[src/rtl/coin_acceptor.sv]
// rtl/coin_acceptor.sv - coin sensor conditioner, width classifier and credit pulse generator
module coin_acceptor #(
  parameter int DEB        = 4,
  parameter int CNT_W      = 8,
  parameter int HALF_MIN   = 20,
  parameter int HALF_MAX   = 40,
  parameter int ONE_MIN    = 60,
  parameter int ONE_MAX    = 100,
  parameter int REJ_CYCLES = 16
) (
  input  logic       clk,
  input  logic       reset_n,
  input  logic       coin_sense,
  input  logic       inhibit,
  output logic       one_dollar,
  output logic       half_dollar,
  output logic       reject_gate,
  output logic [7:0] accepted_cnt
);

  localparam int LW = $clog2(DEB + 1);
  localparam int RW = (REJ_CYCLES > 1) ? $clog2(REJ_CYCLES) : 1;

  localparam logic [CNT_W-1:0] W_DEB      = CNT_W'(DEB);
  localparam logic [CNT_W-1:0] W_SAT      = '1;
  localparam logic [CNT_W-1:0] W_HALF_MIN = CNT_W'(HALF_MIN);
  localparam logic [CNT_W-1:0] W_HALF_MAX = CNT_W'(HALF_MAX);
  localparam logic [CNT_W-1:0] W_ONE_MIN  = CNT_W'(ONE_MIN);
  localparam logic [CNT_W-1:0] W_ONE_MAX  = CNT_W'(ONE_MAX);
  localparam logic [LW-1:0]    LOW_DEB    = LW'(DEB);
  localparam logic [RW-1:0]    REJ_LAST   = RW'(REJ_CYCLES - 1);

  typedef enum logic [2:0] {
    IDLE, ARM, MEASURE, TRAIL, CLASSIFY, REJECT
  } state_t;

  state_t           state;
  logic             s_meta;
  logic             s;
  logic [CNT_W-1:0] w;
  logic [LW-1:0]    lowcnt;
  logic [RW-1:0]    rej_cnt;

  logic [CNT_W-1:0] w_inc;
  logic [LW-1:0]    lowcnt_inc;

  // Width counter holds at all-ones so oversized coins stay recognisable.
  assign w_inc      = (w == W_SAT) ? w : w + 1'b1;
  assign lowcnt_inc = lowcnt + 1'b1;

  always_ff @(posedge clk or negedge reset_n) begin
    if (!reset_n) begin
      s_meta       <= 1'b0;
      s            <= 1'b0;
      state        <= IDLE;
      w            <= '0;
      lowcnt       <= '0;
      rej_cnt      <= '0;
      one_dollar   <= 1'b0;
      half_dollar  <= 1'b0;
      reject_gate  <= 1'b0;
      accepted_cnt <= '0;
    end else begin
      s_meta      <= coin_sense;
      s           <= s_meta;
      one_dollar  <= 1'b0;
      half_dollar <= 1'b0;
      case (state)
        IDLE: begin
          if (s) begin
            state <= ARM;
            w     <= CNT_W'(1);
          end
        end
        ARM: begin
          if (s) begin
            w <= w_inc;
            if (w_inc == W_DEB) state <= MEASURE;
          end else begin
            state <= IDLE;
          end
        end
        MEASURE: begin
          if (s) begin
            w <= w_inc;
          end else begin
            state  <= TRAIL;
            lowcnt <= LW'(1);
          end
        end
        TRAIL: begin
          // A bounce resumes measuring; the low cycles are not added to w.
          if (s) begin
            w     <= w_inc;
            state <= MEASURE;
          end else begin
            lowcnt <= lowcnt_inc;
            if (lowcnt_inc == LOW_DEB) state <= CLASSIFY;
          end
        end
        CLASSIFY: begin
          if (inhibit || (w == W_SAT)) begin
            state       <= REJECT;
            reject_gate <= 1'b1;
            rej_cnt     <= '0;
          end else if ((w >= W_HALF_MIN) && (w <= W_HALF_MAX)) begin
            half_dollar  <= 1'b1;
            accepted_cnt <= accepted_cnt + 1'b1;
            state        <= IDLE;
          end else if ((w >= W_ONE_MIN) && (w <= W_ONE_MAX)) begin
            one_dollar   <= 1'b1;
            accepted_cnt <= accepted_cnt + 1'b1;
            state        <= IDLE;
          end else begin
            state       <= REJECT;
            reject_gate <= 1'b1;
            rej_cnt     <= '0;
          end
        end
        REJECT: begin
          if (rej_cnt == REJ_LAST) begin
            reject_gate <= 1'b0;
            state       <= IDLE;
          end else begin
            rej_cnt <= rej_cnt + 1'b1;
          end
        end
        default: state <= IDLE;
      endcase
    end
  end

endmodule

[config.mk]
export PLATFORM = sky130hd
export DESIGN_NAME = coin_acceptor
export DESIGN_NICKNAME = d
export VERILOG_FILES = /design/src/rtl/coin_acceptor.sv
export SDC_FILE = /design/constraint.sdc
export NUM_CORES = 1
export LEC_CHECK = 0
export BUFFER_PORTS_ARGS = -buffer_cell sky130_fd_sc_hd__buf_2
export CAP_MARGIN = 20
export CORE_MARGIN = 1.5
export CORE_UTILIZATION = 55
export CTS_CLUSTER_DIAMETER = 100
export DETAILED_ROUTE_END_ITERATION = 12
export GPL_ROUTABILITY_DRIVEN = 0
export PLACE_DENSITY = 0.72
export SLEW_MARGIN = 20
export SYNTH_ARGS = -nofsm -noshare
export SYNTH_HDL_FRONTEND = slang
export SYNTH_SLANG_ARGS = --single-unit
[constraint.sdc]
create_clock -name clk -period 2.45 [get_ports clk]
set_input_delay 0 -clock clk [delete_from_list [all_inputs] [get_ports clk]]
set_output_delay 0 -clock clk [all_outputs]
set_load 0.01 [all_outputs]
==> results of run 1 <==
## cell families after synthesis
family                   Yosys count  synth area share [%]
AND/OR/NAND/NOR                   63                  18.8
AO/OA/AOI/OAI                     53                  21.5
flip-flops                        31                  44.4
buffers and inverters             19                  4.65
XOR/XNOR                          10                  5.01
adder cells (fa/ha/maj)            6                  4.29
multiplexers                       2                  1.29
## what timing repair did
action	CTS	global route
setup buffers	0	0
setup endpoints to repair	0	0
hold buffers	2	0
gates resized for setup	0	0
hold endpoints to repair	32	0
## layout make-up
cell class / count / area, um^2 / share of cell area (%)
Clock inverter: 2 / 35.0 / 1.81
Multi-Input combinational cell: 134 / 891 / 45.9
Timing Repair Buffer: 18 / 105 / 5.42
Tap cell: 44 / 55.1 / 2.84
Clock buffer: 6 / 51.3 / 2.65
Sequential cell: 31 / 776 / 40.0
Inverter: 7 / 26.3 / 1.35
## where the power goes
group          switching, mW  internal, mW  total [mW]
sequential             0.149         0.620       0.769
combinational          0.428         0.364       0.792
clock                  0.173         0.241       0.414
total                  0.749          1.23        1.97
## per-layer routing
layer | vias to the layer above | share of wire [%] | track usage [%]
met4 | 0 | 1.1 | 9.42
li1 | 696 | - | -
met1 | 694 | 45 | 25.8
met5 | - | 0 | 0
met2 | 41 | 48 | 35.5
met3 | 4 | 5.1 | 7.86
## layout by cell type (no fill, tap or decap), types with 2 or more instances in the layout
cell type | synthesis | layout
nand4_1 | 5 | 5
buf_4 | 1 | 2
dfrtp_1 | 31 | 31
dlygate4sd3_1 | 0 | 2
nor2b_1 | 7 | 7
xnor2_1 | 8 | 8
clkbuf_4 | 0 | 5
nor3_1 | 3 | 3
o31ai_1 | 4 | 4
inv_1 | 7 | 7
nor2_1 | 9 | 9
a21oi_1 | 9 | 9
ha_1 | 6 | 6
o21ai_0 | 15 | 15
buf_2 | 5 | 14
nand3_1 | 8 | 8
nand2b_1 | 4 | 4
xor2_1 | 2 | 2
mux2_2 | 2 | 2
nand2_1 | 14 | 14
or2_2 | 2 | 2
a31oi_1 | 3 | 3
a22o_1 | 5 | 5
o22a_1 | 2 | 2
and3_1 | 5 | 5
## worst reg2reg max path, cell delays in order (launching register included)
cell	delay (ns)
dfrtp_1	0.43
inv_1	0.12
ha_1	0.17
nand2b_1	0.07
a211o_1	0.35
a311oi_4	0.50
mux2_2	0.39
## Yosys cell counts (all sizes together) (5+ instances only)
cell type and count:
and3 5, a21oi 9, ha 6, nor2b 7, inv 7, dfrtp 31, buf 7, nor2 10
nand3 8, nand4 5, o21ai 15, xnor2 8, nand2 14, clkbuf 5, a22o 5
## worst paths after layout
kind	start	end	slack, ns	depth (start not counted)
worst min-delay path	inhibit	one_dollar	0.05	4
worst min register to register	s_meta	s	0.36	0
max in group asynchronous	reset_n	w[7]	1.77	2
min in group asynchronous	reset_n	rej_cnt[3]	0.24	2
worst max-delay path	w[0]	accepted_cnt[1]	0.31	6
worst max register to register	w[0]	accepted_cnt[1]	0.31	6
## flip-flops by register name, indices dropped and copies added (netlist names), 3 cells and up
name and flops:
w 8, rej_cnt 4, accepted_cnt 8, lowcnt 3
state 3
## metrics by stage
stage               area [um^2]  worst slack [ns]  cells  utilization, %  hold slack [ns]
global route               1940             0.120    242            64.0           0.0460
detailed placement         1830             0.339    232            60.5           0.0723
CTS                        1940             0.323    242            64.0           0.0514
floorplan                  1750             0.512    184               -           -0.296
global placement           1830             0.430    232            60.5           0.0713
finish                     1940             0.313    242            64.0           0.0537
==> impl_metrics.csv, run 1 <==
group,metric,value,unit
run_status,status,"complete, no violations",
logic_synthesis,syn_inst,184,
logic_synthesis,yosys-top-cells-area,"dfrtp_1 (44%), ha_1 (4.3%), o21ai_0 (4.3%)",
finish,antenna_cells,0,
finish,area_growth,11.0,%
floorplan,dieArea,3530,um^2
logic_synthesis,yosysWarnings,0,
clocking,cts_tree,"built",
logic_synthesis,syn_area,1750,um^2
sta,finalCritPeriodShare,87.2,%
logic_synthesis,synth_cell_types,46,
sta,maxSlewViolCount,0,
power,power.total,1.97,mW
setup_path,crit_slowest_cell,"a311oi_4",
finish,drive_above_1_share,16.2,%
setup_path,cp-start-kind,"flip-flop",
placement,hpwl,2420,um
sta,finalCriticalPeriod,2.14,ns
sta,fmax,468,MHz
sta,clock_skew,0.00677,ns
setup_path,worstSetupEndpointType,"flip-flop",
floorplan,placementRows,20,
sta,rsz0062_at_grt,"no",
setup_path,critical_path.top_delay_family,"compound AO/OA/AOI/OAI gates",
drt,totalWireLength,3400,um
logic_synthesis,synth_edf_count,0,
logic_synthesis,synth_ff_type,"dfrtp_1",
global_routing,first_global_vias,1387,
floorplan,start_util,57.7,%
floorplan,ios,15,
floorplan,die_y,59.4,um
clocking,clk_latency,0.33,ns
sta,setup_tns,0,ns
drt,dr.pass1.iters,4,
drt,wire_per_inst,14.1,um
clocking,clock_path_buffers,2,
clocking,cts-root-buf,"clkbuf_4",
global_routing,grt_max_degree,32,
setup_path,cp.required,2.67,ns
job,cap_violations,0,
setup_path,critical_path_peak_fanout,10,
placement,port_buffers,14,
logic_synthesis,ys_ff_latch,31,
drt,drtIter0Drc,71,
power,p_leak,0.890,nW
finish,layout.nets,207,
min_path,hp-class,"in -> reg",
power,ir_worst_vdd,508,uV
floorplan,die_w,59.4,um
sta,hold_viol,0,
drt,drt-vias-per-instance,5.93,
sta,slew_headroom,54.1,%
global_routing,grt_antenna_before_repair,0,
global_routing,globalRouteOverflowTotal,0,
logic_synthesis,synth_top_area_cell,"dfrtp_1",
clocking,htree_levels,2,
clocking,cts_num_sinks,31,
clocking,numCtsBuffers,5,
drt,drc_errors,0,
power,power.density,1020,nW/um^2
global_routing,grt_pass1_wl,5780,um
sta,worst_pin_slew,0.689,ns
floorplan,coreArea,3030,um^2
global_routing,grtUsageTotal,21.8,%
sta,setup_viol_count_final,0,
setup_path,cp.arrival,2.36,ns
setup_path,crit_chain,"inv_1 -> ha_1 -> nand2b_1 -> a211o_1 -> a311oi_4 -> mux2_2",
drt,route.vias.total,1435,
logic_synthesis,yosysSeqAreaShare,44.4,%
logic_synthesis,async_flop_share,100,%
setup_path,worst-path-buf-inv,1,
setup_path,critPathMaxStageDelay,0.50,ns
finish,nFillCells,253,
clocking,path_clk_slew,0.10,ns
logic_synthesis,yosysTopAreaCellShare,44.4,%
logic_synthesis,synthesis.nets,194,
setup_path,path_class,"reg -> reg",
drt,ant_nets,0,
logic_synthesis,syn_area_per_cell,9.50,um^2
No activity file was read; power rests on OpenSTA's default activity.
==> run 2: changes to the inputs <==
Settings changed: PLACE_DENSITY 0.72 to 0.79.
==> impl_metrics.csv, run 2 (synthesis results as in run 1) <==
group,metric,value,unit
finish,fin_cells,241,
sta,worst_pin_slew,0.665,ns
min_path,hp-class,"in -> reg",
power,p_seq_share,41.3,%
floorplan,dieArea,3530,um^2
sta,hold_viol,0,
clocking,clock_path_buffers,2,
power,power_frac_comb,42.4,%
sta,maxSlewViolCount,0,
global_routing,grt_max_degree,32,
drt,route.vias.total,1424,
setup_path,cp.required,2.66,ns
sta,fmax,466,MHz
drt,wire_per_inst,14.6,um
placement,dp.cells,232,
floorplan,die_w,59.4,um
drt,drt-vias-per-instance,5.91,
run_status,status,"complete, no violations",
clocking,htree_levels,2,
global_routing,globalRouteOverflowTotal,0,
clocking,numCtsBuffers,5,
setup_path,cp-start-kind,"flip-flop",
clocking,post_cts_buffers,0,
clocking,cts-root-buf,"clkbuf_4",
drt,dr.pass1.iters,4,
finish,fin_area,1910,um^2
finish,drive_above_1_share,15.7,%
sta,setup_viol_count_final,0,
sta,finalCriticalPeriod,2.14,ns
setup_path,cp.arrival,2.35,ns
power,ir_worst_vdd,422,uV
floorplan,placementRows,20,
finish,final_cell_mix,"dfrtp_1 (31), o21ai_0 (15), nand2_1 (14), buf_2 (14)",
setup_path,crit_path_start,"w[0]",
drt,drtIter0Drc,129,
clocking,cts_num_sinks,31,
setup_path,worstSetupEndpointType,"flip-flop",
finish,top_regs,"accepted_cnt (8), w (8), rej_cnt (4)",
setup_path,rr_endpoint,"reject_gate",
placement,port_buffers,14,
clocking,path_clk_slew,0.10,ns
sta,slew_headroom,55.7,%
power,internal-power,1.12,mW
sta,rsz0062_at_grt,"no",
setup_path,rrSetupSlack,0.31,ns
finish,area_growth,9.23,%
setup_path,critical_path_peak_fanout,10,
power,power.share.clock,16.3,%
global_routing,grt_antenna_before_repair,0,
clocking,clk_latency,0.34,ns
setup_path,r2r.worst_path.cells,7,
drt,totalWireLength,3520,um
sta,finalCritPeriodShare,87.5,%
clocking,post_cts_resize_count,0,
setup_path,cp-endpoint,"reject_gate",
finish,layout.nets,207,
sta,setup_tns,0,ns
global_routing,grtUsageTotal,22.6,%
finish,antenna_cells,0,
sta,clock_skew,0.0195,ns
drt,drc_errors,0,
global_routing,first_global_vias,1342,
power,power.density,977,nW/um^2
floorplan,coreArea,3030,um^2
floorplan,die_y,59.4,um
floorplan,ios,15,
job,cap_violations,0,
power,p_switching,748,uW
placement,dpl-instance-area,1830,um^2
clocking,cts_tree,"built",
global_routing,grt_pass1_wl,5960,um
setup_path,path_class,"reg -> reg",
floorplan,start_util,57.7,%
finish,layout_commonest_cell,"dfrtp_1",
power,sw_frac_of_total,40.1,%
power,p_leak,0.876,nW
setup_path,r2r_start,"w[0]",
placement,hpwl,2430,um
drt,ant_nets,0,
## run 2: through the flow
step                utilization [%]  setup slack [ns]  hold slack, ns  power, mW
floorplan                         -             0.512          -0.296       1.38
global placement               60.5             0.428          0.0631       1.50
detailed placement             60.5             0.349          0.0698       1.55
CTS                            63.1             0.333          0.0830       1.86
global route                   63.1             0.173           0.118       2.03
finish                         63.1             0.306          0.0898       1.87
## run 2: final cells by class
| type | count | area, um^2 |
|---|---|---|
| clock buffer | 6 | 51.3 |
| clock inverter | 1 | 5.00 |
| fill | 251 | 1120 |
| inverter | 7 | 26.3 |
| multi-input combinational | 134 | 891 |
| sequential | 31 | 776 |
| tap | 44 | 55.1 |
| timing repair buffer | 18 | 105 |
## run 2: worst min path at each step
stage	startpoint	endpoint	depth (start not counted)
2_1_floorplan	reset_n	accepted_cnt[0]	0
3_3_place_gp	reset_n	rej_cnt[2]	1
3_5_place_dp	reset_n	rej_cnt[2]	1
4_1_cts	inhibit	half_dollar	4
5_1_grt	inhibit	half_dollar	4
6_report	inhibit	half_dollar	4
## run 2: layer usage
metal	vias up	share of wire, %	track usage (%)
met2	68	49	37.8
li1	691	-	-
met4	0	2.6	10.4
met3	9	7.2	6.11
met1	656	42	26.8
met5	-	0	0
## run 2: power groups by stage
stage          registers [mW]  clock network (mW)  logic, mW
2_1_floorplan           0.712                   0      0.672
3_3_place_gp            0.760                   0      0.738
3_5_place_dp            0.775                   0      0.777
4_1_cts                 0.764               0.316      0.783
5_1_grt                 0.788               0.336      0.905
6_report                0.770               0.303      0.792
## run 2: what timing repair did
| action | 4_1_cts | 5_1_grt |
|---|---|---|
| endpoints found under the hold margin | 32 | 0 |
| setup endpoints to repair | 0 | 0 |
| hold buffers | 2 | 0 |
## run 2: critical path: stages, from the launching register on
cell,delay [ns]
dfrtp_1,0.44
inv_1,0.12
ha_1,0.18
nand2b_1,0.06
a211o_1,0.34
a311oi_4,0.50
or2b_2,0.28
o21ai_0,0.10
